File: config.mk
export PLATFORM = sky130hd
export DESIGN_NAME = imul_sched
export DESIGN_NICKNAME = d
export VERILOG_FILES = /design/src/rtl/imul_sched.sv
export SDC_FILE = /design/constraint.sdc
export NUM_CORES = 1
export LEC_CHECK = 0
export CAP_MARGIN = 40
export CORE_AREA = 2 2 247 249
export CTS_CLUSTER_SIZE = 30
export DETAILED_ROUTE_END_ITERATION = 6
export DIE_AREA = 0 0 249 251
export SLEW_MARGIN = 0
export SYNTH_ARGS = -nofsm -noshare
export SYNTH_HDL_FRONTEND = slang
export SYNTH_SLANG_ARGS = --single-unit
File: constraint.sdc
create_clock -name clk -period 4.2 [get_ports clk]
set_clock_uncertainty 0.1 [all_clocks]
set_input_delay 0.84 -clock clk [delete_from_list [all_inputs] [get_ports clk]]
set_output_delay 0.84 -clock clk [all_outputs]
set_load 0.02 [all_outputs]
File: src/rtl/imul_sched.sv
// imul_sched: round-robin arbiter feeding the shared pipelined multiplier.
// Tracks in-flight tag/port through a latency-matched valid pipe.
module imul_sched #(
    parameter int NREQ = 3,
    parameter int LAT  = 4,
    parameter int TAGW = 9
) (
    input  logic                   clk,
    input  logic                   rst,
    input  logic                   clkEn,
    input  logic                   flush,
    input  logic [NREQ-1:0]        req_en,
    input  logic [NREQ*13-1:0]     req_op,
    input  logic [NREQ*65-1:0]     req_A,
    input  logic [NREQ*65-1:0]     req_B,
    input  logic [NREQ*TAGW-1:0]   req_tag,
    output logic [NREQ-1:0]        grant,
    output logic                   mul_en,
    output logic [12:0]            mul_op,
    output logic [64:0]            mul_R,
    output logic [64:0]            mul_C,
    output logic                   res_valid,
    output logic [TAGW-1:0]        res_tag,
    output logic [1:0]             res_port,
    output logic                   busy,
    output logic [15:0]            issue_cnt
);

    localparam int PW = 2;

    logic [PW-1:0]          ptr;
    logic [PW-1:0]          ptr_nxt;
    logic [PW-1:0]          gidx;
    logic                   hit;
    logic [2:0]             cand;

    logic [12:0]            sel_op;
    logic [64:0]            sel_A;
    logic [64:0]            sel_B;
    logic [TAGW-1:0]        sel_tag;

    logic [TAGW-1:0]        mul_tag;
    logic [1:0]             mul_port;

    logic [LAT:1]           pv;
    logic [LAT:1][TAGW-1:0] pt;
    logic [LAT:1][1:0]      pp;

    // Scan upward from the pointer, wrapping, for the first requester.
    always_comb begin
        grant = '0;
        gidx  = '0;
        hit   = 1'b0;
        cand  = '0;
        if (!rst && !flush && clkEn) begin
            for (int k = 0; k < NREQ; k++) begin
                cand = 3'(ptr) + 3'(k);
                if (cand >= 3'(NREQ))
                    cand = cand - 3'(NREQ);
                if (!hit && req_en[cand[PW-1:0]]) begin
                    hit  = 1'b1;
                    gidx = cand[PW-1:0];
                end
            end
            if (hit)
                grant[gidx] = 1'b1;
        end
    end

    // Mux the granted port's fields and compute the advanced pointer.
    always_comb begin
        sel_op  = '0;
        sel_A   = '0;
        sel_B   = '0;
        sel_tag = '0;
        for (int j = 0; j < NREQ; j++) begin
            if (grant[j]) begin
                sel_op  = req_op[j*13 +: 13];
                sel_A   = req_A[j*65 +: 65];
                sel_B   = req_B[j*65 +: 65];
                sel_tag = req_tag[j*TAGW +: TAGW];
            end
        end
        if (gidx == PW'(NREQ - 1))
            ptr_nxt = '0;
        else
            ptr_nxt = gidx + 1'b1;
    end

    // Operand register stage, pointer and issue counter.
    always_ff @(posedge clk) begin
        if (rst) begin
            mul_en    <= 1'b0;
            mul_op    <= '0;
            mul_R     <= '0;
            mul_C     <= '0;
            mul_tag   <= '0;
            mul_port  <= '0;
            ptr       <= '0;
            issue_cnt <= '0;
        end else if (flush) begin
            mul_en <= 1'b0;
        end else if (clkEn) begin
            if (hit) begin
                mul_en   <= 1'b1;
                mul_op   <= sel_op;
                mul_R    <= sel_A;
                mul_C    <= sel_B;
                mul_tag  <= sel_tag;
                mul_port <= 2'(gidx);
                ptr      <= ptr_nxt;
                if (issue_cnt != 16'hFFFF)
                    issue_cnt <= issue_cnt + 16'd1;
            end else begin
                mul_en <= 1'b0;
            end
        end
    end

    // Valid/tag/port shift pipe that mirrors the multiplier latency.
    always_ff @(posedge clk) begin
        if (rst) begin
            pv <= '0;
            pt <= '0;
            pp <= '0;
        end else if (flush) begin
            pv <= '0;
        end else if (clkEn) begin
            pv[1] <= mul_en;
            pt[1] <= mul_tag;
            pp[1] <= mul_port;
            for (int s = 2; s <= LAT; s++) begin
                pv[s] <= pv[s-1];
                pt[s] <= pt[s-1];
                pp[s] <= pp[s-1];
            end
        end
    end

    // A stalled final stage is masked so it pulses once when released.
    always_comb begin
        res_valid = pv[LAT] & clkEn;
        res_tag   = pt[LAT];
        res_port  = pp[LAT];
        busy      = mul_en | (|pv);
    end

endmodule
==> results of run 1 <==
[area by class of cell]
type                       count  area share [%]
timing repair buffer         662           38.32
multi-input combinational    864           25.52
sequential                   221           25.46
tap                          782           5.631
clock buffer                  39           4.493
clock inverter                 9          0.4897
inverter                       4         0.08641
[layer usage]
metal  track usage [%]  part of all wire, %  vias up
li1                  -                    -     5486
met1             15.11                   39     5236
met2             23.33                   50      463
met3             3.479                  7.6       77
met4             4.312                  3.2        2
met5                 0                0.023        -
[cells by family after synthesis]
| logic type | count (synthesis) | synth area share (%) |
|---|---|---|
| xor gates and xnor gates | 1 | 0.09396 |
| buffers and inverters | 122 | 5.449 |
| and+or+nand+nor | 317 | 14.25 |
| muxes | 7 | 0.7650 |
| DFF | 221 | 47.46 |
| AOI/OAI and AO/OA | 536 | 31.58 |
| adders and majority gates | 3 | 0.4027 |
[cells in the final DEF, fill, tap and decap left out, types with 5 or more instances in the layout]
cell type and instances:
clkinv_2 7, a21oi_1 56, nor3_1 8, o31ai_1 7, o21ai_0 305, o22ai_1 152, nand3_1 5, nor2_1 17
buf_12 8, buf_4 16, mux2i_1 6, nand2_1 249, or4_1 7, clkbuf_16 27, dfxtp_1 221, clkbuf_1 6
clkbuf_8 6, clkdlybuf4s50_1 634
[registers in the layout (all words and copies together) (netlist names)]
signal	cells
res_port	2
res_tag	9
pt	27
issue_cnt	16
pp	6
mul_port	2
mul_op	13
mul_tag	9
mul_en	1
mul_C	65
mul_R	65
ptr	2
pv	4
[metrics by stage]
| step | cells | utilization [%] |
|---|---|---|
| finish | 2581 | 29.06 |
| global route | 2581 | 29.06 |
| CTS | 2581 | 29.06 |
| detailed placement | 2533 | 27.62 |
| global placement | 2532 | 27.58 |
| floorplan | 1207 | - |
[critical path: stages, from the launching register on]
cell and delay, ps:
dfxtp_1 350, inv_1 50, ha_1 360, or2_0 220, a311o_1 380, or4_1 560, nor2_1 200, dlygate4sd2_1 360
[power by group through the flow]
stage / Combinational [mW] / Sequential (mW) / Clock (mW)
after floorplan: 0.396 / 2.45 / 0
after global placement: 1.36 / 2.33 / 0
after detailed placement: 1.38 / 2.33 / 0
after CTS: 1.38 / 2.29 / 2.39
after global routing: 1.47 / 2.30 / 2.45
final: 1.37 / 2.29 / 2.29
[worst paths after layout]
path                          endpoint  slack [ps]  depth (start not counted)
min              mul_R[1]$_SDFFE_PP0P_         350                          2
max reg2reg  issue_cnt[8]$_SDFFE_PP0P_        1120                          8
min reg2reg      mul_R[1]$_SDFFE_PP0P_         350                          2
max                           grant[1]         220                          7
[repair_timing]
item                                   in CTS  in global routing
gates resized for setup                     3                  0
setup buffers                               0                  0
endpoints found under the hold margin       0                  0
setup endpoints to repair                   3                  0
==> results by group, run 1 <==
Finish
  • Share of layout cells above drive strength 1: 4.280%
  • Number of diodes: 0
  • Post-layout net count: 2,246
  • Area Overhead vs Synth: 86.38%
  • Multi-input logic area: 4434 sq um
  • Finished Cell Area: 17,380 sq um
  • Seq. cell area: 4424 sq um
  • FILL cells: 6,409

Placed design
  • Dpl cell area: 16,510 sq um
  • DP HPWL: 32.52 mm
  • Gpl congestion: 0.9422
  • Pre-CTS WS: 111.2 ps
  • I/O Buffers: 638

STA
  • Rel. slew slack: 46.05%
  • Fin. Hold Viols: 0
  • PnR worst setup slack: 221.3 ps
  • Unrepaired setup endpoints after global routing: no
  • F_max: 0.2513 GHz
  • Worst hold slack: 346.0 ps
  • Fin Setup TNS: 0 ps
  • Worst-Margin Slew: 809.3 ps
  • Slew Viols, Final: 0
  • Min cycle time layout: 3979 ps
  • Final period util: 94.73%
  • Final setup violation count: 0

Power and ir drop
  • Peak supply drop: 271.2 uV
  • Internal Pwr Total: 4.288 mW
  • Net Sw Power: 1.659 mW
  • Net Sw Frac: 27.90%
  • Total power draw: 5.948 mW
  • Leakage power: 5.800 nW
  • Clock power share: 38.5%
  • Sequential Power Share: 38.5%
  • Power Density: 342.3 nW/um^2
  • Gate power share: 23.1%

Routing
  • DRT Wirelength: 43.77 mm
  • Vias: 11,260
  • Vias per std cell: 4.364
  • DRC Markers: 0
  • Detailed Routing Iterations Pass 1: 6
  • Post-DRT Antenna Nets: 0
  • DR WL/cell: 16.96 microns
  • 1st-iter DRT viols: 688

Die
  • Die X: 249 microns
  • Rows: 90
  • Chip height: 251 microns
  • Boundary pin count: 639
  • CORE AREA: 59,790 sq um
  • Die area: 62,500 sq um
  • Initial core utilization: 15.59%

Clock network
  • Clock Path Buffers: 3
  • CTS tree: built
  • Root Buffer: clkbuf_16
  • Clk pin slew, worst setup/hold paths: 60 ps
  • # H-tree levels: 1
  • TritonCTS Buffers: 27
  • Worst skew pair latency: 560 ps
  • CTS sink cnt: 221
  • # hold bufs at CTS: 0

Setup path
  • Worst Path Required: 3260 ps
  • Crit path kind: register to output pin
  • Setup crit start: ptr[0]$_SDFFE_PP0P_
  • CP max FO: 6
  • Worst path arrival time: 3040 ps
  • Crit path launch type: register
  • Critical R2R Launch: ptr[0]$_SDFFE_PP0P_
  • Worst setup EP type: output pin

Job
  • Max Cap Viol: 0

Synth
  • Asr flop ratio synth: 0%
  • Post-synth EDFFs: 0
  • Leading cell types by count after synthesis: o21ai_0, nand2_1, dfxtp_1
  • Synth cell types: 46
  • Number of synthesized register bits: 221
  • Syn Area/Cell: 7.724 sq um
  • Top cell type's share of synthesized area: 47.46%
  • Top post-synthesis cells by area: dfxtp_1, o21ai_0, o22ai_1
  • Area leader, netlist: dfxtp_1
  • Cell Area, Synth: 9323 sq um
  • Cells after synthesis: 1,207
  • Net Count, Synth: 1,673
  • Most common flop cell mapped by yosys: dfxtp_1
  • YS warnings: 0
  • Cell with the most instances after synthesis: o21ai_0
  • Sequential-to-total area share from yosys stat: 47.46%

Global route
  • First-pass GRT wire length: 64.47 mm
  • Global Route Usage Sum: 13.07%
  • Initial antenna violation count: 5
  • Grt total ovfl: 0
  • Number of global-route vias before repair: 11,240
  • Largest net degree at the start of global routing: 154

Status
  • Outcome: finished clean

Min path
  • Hold Path Class: register to register
  • HP Start: mul_R[1]$_SDFFE_PP0P_
(Power assumes the default switching activity.)
==> run 2, diff against run 1 <==
Settings changed: CELL_PAD_IN_SITES_DETAIL_PLACEMENT set to 1, CELL_PAD_IN_SITES_GLOBAL_PLACEMENT set to 1, CORE_AREA 2 2 247 249 to 2 2 246 248, DIE_AREA 0 0 249 251 to 0 0 248 250, PLACE_DENSITY_LB_ADDON set to 0.1, TNS_END_PERCENT set to 50.
Clock period 4.2 ns to 4 ns, I/O delays scaled along.
==> results by group, run 2 (synthesis gave the netlist of run 1 again) <==
Power and ir drop
  • Peak supply drop: 362.9 uV
  • Power Density: 375.6 nW/um^2
  • Leakage power: 5.824 nW

STA
  • Slew Viols, Final: 0
  • Unrepaired setup endpoints after global routing: no
  • Final period util: 96.14%
  • Final setup violation count: 0
  • Worst-Margin Slew: 1253 ps
  • Rel. slew slack: 16.44%
  • F_max: 0.2600 GHz
  • Min cycle time layout: 3845 ps
  • Fin Setup TNS: 0 ps
  • Fin. Hold Viols: 0
  • Worst hold slack: 348.3 ps

Setup path
  • Critical R2R Launch: ptr[0]$_SDFFE_PP0P_
  • Crit path capture: grant[0]
  • R2R Setup Slk: 940 ps
  • Crit path launch type: register
  • Crit path kind: register to output pin
  • Worst setup EP type: output pin
  • Worst Path Required: 3100 ps
  • Setup crit start: ptr[0]$_SDFFE_PP0P_
  • Worst path arrival time: 2950 ps
  • CP max FO: 6
  • RR Endpoint: mul_R[52]$_SDFFE_PP0P_
  • Reg2Reg Depth: 10

Clock network
  • # hold bufs at CTS: 0
  • CTS tree: built
  • TritonCTS Buffers: 30
  • Clk pin slew, worst setup/hold paths: 60 ps
  • Clock Path Buffers: 3
  • Worst skew pair latency: 560 ps
  • # H-tree levels: 1
  • Root Buffer: clkbuf_16
  • CTS sink cnt: 221
  • Post-CTS Setup Repair Bufs: 0

Finish
  • Most frequent cells in the layout: clkdlybuf4s50_1, o21ai_0, nand2_1, dfxtp_1, o22ai_1
  • Top flop regs: mul_C x65, mul_R x65, pt x27
  • Core Util, Final: 29.34%
  • Commonest non-fill, non-tap cell in the layout: clkdlybuf4s50_1
  • Share of layout cells above drive strength 1: 4.550%
  • Area Overhead vs Synth: 87.47%
  • Post-layout net count: 2,249

Die
  • Initial core utilization: 15.65%
  • Rows: 90
  • CORE AREA: 59,570 sq um
  • Chip height: 250 microns
  • Die area: 62,000 sq um
  • Die X: 248 microns
  • Boundary pin count: 639

Job
  • Max Cap Viol: 0

Routing
  • Vias: 11,360
  • Detailed Routing Iterations Pass 1: 4
  • DRT Wirelength: 56.07 mm
  • Vias per std cell: 4.390
  • 1st-iter DRT viols: 319
  • DRC Markers: 0
  • Post-DRT Antenna Nets: 0
  • DR WL/cell: 21.67 microns

Global route
  • Largest net degree at the start of global routing: 155
  • Global Route Usage Sum: 17.43%
  • First-pass GRT wire length: 80.94 mm
  • Grt total ovfl: 0
  • Initial antenna violation count: 11
  • Number of global-route vias before repair: 12,130

Min path
  • Hold Path Class: register to register

Placed design
  • Gpl congestion: 0.8252
  • DP HPWL: 41.23 mm
  • I/O Buffers: 638

Status
  • Outcome: finished clean
run 2: through the flow:
stage          instances  power (mW)  instance area [sq um]  setup WS, ps
2_1_floorplan       1207       2.985                   9323         532.0
3_3_place_gp        2533       3.930                  16500        -206.9
3_5_place_dp        2533       3.942                  16500        -221.6
4_1_cts             2584       6.734                  17470        -13.24
5_1_grt             2586       6.900                  17470         7.198
6_report            2587       6.565                  17480         154.6
run 2: area by class of cell:
cell class                 count  area (sq um)
antenna                        3         7.507
clock buffer                  49         933.4
clock inverter                 2         37.54
fill                        6929         42090
inverter                       4         15.01
multi-input combinational    864          4441
sequential                   221          4424
tap                          782         978.4
timing repair buffer         662          6640
run 2: what timing repair did:
item | in CTS | in global routing
endpoints found under the setup margin | 3 | 3
gates resized for setup | 6 | 5
gates cloned | 0 | 0
run 2: worst min path at each step:
| stage | from | cells after the start | endpoint | slack [ps] |
|---|---|---|---|---|
| 2_1_floorplan | mul_tag[0]$_SDFFE_PP0P_ | 2 | mul_tag[0]$_SDFFE_PP0P_ | 320 |
| 3_3_place_gp | mul_R[35]$_SDFFE_PP0P_ | 2 | mul_R[35]$_SDFFE_PP0P_ | 340 |
| 3_5_place_dp | mul_R[6]$_SDFFE_PP0P_ | 2 | mul_R[6]$_SDFFE_PP0P_ | 340 |
| 4_1_cts | mul_R[6]$_SDFFE_PP0P_ | 2 | mul_R[6]$_SDFFE_PP0P_ | 350 |
| 5_1_grt | res_port[0]$_SDFFE_PP0P_ | 2 | res_port[0]$_SDFFE_PP0P_ | 370 |
| 6_report | pt[2]$_SDFFE_PP0P_ | 2 | pt[11]$_SDFFE_PP0P_ | 350 |
run 2: metal layers:
layer / track usage, % / vias to the layer above / part of all wire, %
met5: 0 / - / 0.19
met4: 3.507 / 16 / 1.5
met3: 5.011 / 58 / 6.9
met2: 33.60 / 298 / 54
met1: 18.44 / 5475 / 37
li1: - / 5509 / -
run 2: critical path, cell delays in order, from the launching register on:
cell             delay, ps
dfxtp_1                350
inv_1                   60
ha_1                   350
or2_0                  230
a311o_1                390
or4_4                  530
nor2_2                 170
clkdlybuf4s15_2        300
run 2: where the power goes:
group / total [mW] / switching (mW) / internal (mW)
clock: 2.69 / 1.06 / 1.63
combinational: 1.47 / 0.716 / 0.757
sequential: 2.40 / 0.0704 / 2.33
total: 6.56 / 1.85 / 4.71
==> run 3, diff against run 2 <==
Settings changed: RECOVER_POWER set to 25.
==> results by group, run 3 (synthesis gave the netlist of run 1 again) <==
Finish
  • Share of layout cells above drive strength 1: 4.384%
  • Top flop regs: mul_C x65, mul_R x65, pt x27
  • Most frequent cells in the layout: clkdlybuf4s50_1, o21ai_0, nand2_1, dfxtp_1, o22ai_1
  • Post-layout net count: 2,249
  • FILL cells: 6,933
  • Fin cells: 2,587
  • Commonest non-fill, non-tap cell in the layout: clkdlybuf4s50_1
  • Area Overhead vs Synth: 87.29%
  • Finished Cell Area: 17,460 sq um

Global route
  • First-pass GRT wire length: 80.94 mm
  • Grt total ovfl: 0
  • Global Route Usage Sum: 17.43%
  • Number of global-route vias before repair: 12,130
  • Largest net degree at the start of global routing: 155
  • Initial antenna violation count: 11

Power and ir drop
  • Net Sw Power: 1.846 mW
  • Peak supply drop: 360.0 uV
  • Gate power share: 22.3%
  • Net Sw Frac: 28.21%
  • Power Density: 374.9 nW/um^2
  • Sequential Power Share: 36.6%
  • Clock power share: 41.1%
  • Internal Pwr Total: 4.700 mW
  • Leakage power: 5.959 nW

Setup path
  • CP max FO: 6
  • Crit path kind: register to output pin
  • Worst setup EP type: output pin
  • Worst Path Required: 3100 ps
  • Worst path arrival time: 2930 ps
  • Crit path launch type: register

Clock network
  • CTS sink cnt: 221
  • Worst skew pair latency: 560 ps
  • Clock Path Buffers: 3
  • Clk pin slew, worst setup/hold paths: 60 ps
  • CTS tree: built
  • # H-tree levels: 1
  • # hold bufs at CTS: 0
  • Root Buffer: clkbuf_16
  • TritonCTS Buffers: 30

Job
  • Max Cap Viol: 0

STA
  • Final period util: 95.71%
  • Fin Setup TNS: 0 ps
  • Min cycle time layout: 3829 ps
  • Slew Viols, Final: 0
  • Final setup violation count: 0
  • Rel. slew slack: 1.336%
  • F_max: 0.2612 GHz
  • Fin. Hold Viols: 0
  • Worst-Margin Slew: 1473 ps
  • Unrepaired setup endpoints after global routing: no
  • PnR worst setup slack: 171.5 ps

Placed design
  • I/O Buffers: 638
  • DP HPWL: 41.23 mm
  • Dpl cell area: 16,500 sq um
  • Pre-CTS WS: -221.6 ps
  • Placed cells: 2,533
  • Gpl congestion: 0.8252

Routing
  • DR WL/cell: 21.66 microns
  • Vias per std cell: 4.380
  • 1st-iter DRT viols: 314
  • Vias: 11,330
  • DRT Wirelength: 56.05 mm
  • DRC Markers: 0
  • Detailed Routing Iterations Pass 1: 4
  • Post-DRT Antenna Nets: 0

Die
  • Rows: 90
  • Boundary pin count: 639
  • Initial core utilization: 15.65%
  • CORE AREA: 59,570 sq um
  • Die area: 62,000 sq um
  • Die X: 248 microns
  • Chip height: 250 microns

Min path
  • Hold Path Class: register to register

Status
  • Outcome: finished clean
[run 3: cell count changes in the layout (fill, tap and decap cells not counted), sizes merged]
cell,previous run,this run
buf,25,21
dlygate4sd3,0,51
clkbuf,51,55
clkdlybuf4s50,634,583
[run 3: what timing repair did]
action | 4_1_cts | 5_1_grt
gates resized for setup | 6 | 5
endpoints found under the hold margin | 0 | 0
setup buffers | 0 | 0
setup endpoints to repair | 3 | 3
[run 3: stage by stage]
step / hold WS [ps] / util (%) / total power, mW
3_3_place_gp: 335.2 / 27.70 / 3.930
2_1_floorplan: 324.9 / - / 2.985
4_1_cts: 354.0 / 29.33 / 6.734
3_5_place_dp: 340.7 / 27.70 / 3.942
6_report: 348.1 / 29.31 / 6.546
5_1_grt: 367.4 / 29.31 / 6.883
[run 3: critical path, stage by stage, from the launching register on]
cell	delay [ps]
dfxtp_1	350
inv_1	60
ha_1	350
or2_0	220
a311o_1	380
or4_4	530
nor2_2	170
clkdlybuf4s15_2	300
[run 3: cell type report]
type	count	area (sq um)	share of cell area, %
diodes	3	7.507	0.04300
clock inverters	2	37.54	0.2150
well taps	782	978.4	5.604
clock buffers	49	933.4	5.346
flip-flops and latches	221	4424	25.34
multi-input cells	864	4436	25.40
inverters	4	15.01	0.08599
repair buffers	662	6629	37.96
[run 3: metal layers]
layer,up-vias,wire length (microns),track usage (%)
li1,5507,-,-
met1,5459,20780,18.44
met3,58,3787,5.011
met4,16,844,3.507
met2,291,30530,33.60
met5,-,106,0
[run 3: worst paths after layout]
| kind | start | endpoint | slack [ps] | cells past startpoint |
|---|---|---|---|---|
| worst max-delay path | ptr[0]$_SDFFE_PP0P_ | grant[0] | 170 | 7 |
| worst min-delay path | pt[2]$_SDFFE_PP0P_ | pt[11]$_SDFFE_PP0P_ | 350 | 2 |
| worst max register to register | ptr[0]$_SDFFE_PP0P_ | mul_R[52]$_SDFFE_PP0P_ | 920 | 10 |
| worst min register to register | pt[2]$_SDFFE_PP0P_ | pt[11]$_SDFFE_PP0P_ | 350 | 2 |
[run 3: power groups by stage]
stage	registers, mW	clock network (mW)	logic (mW)
final	2.40	2.69	1.46
after global placement	2.44	0	1.49
after floorplan	2.57	0	0.416
after global routing	2.41	2.90	1.57
after CTS	2.40	2.83	1.50
after detailed placement	2.44	0	1.50
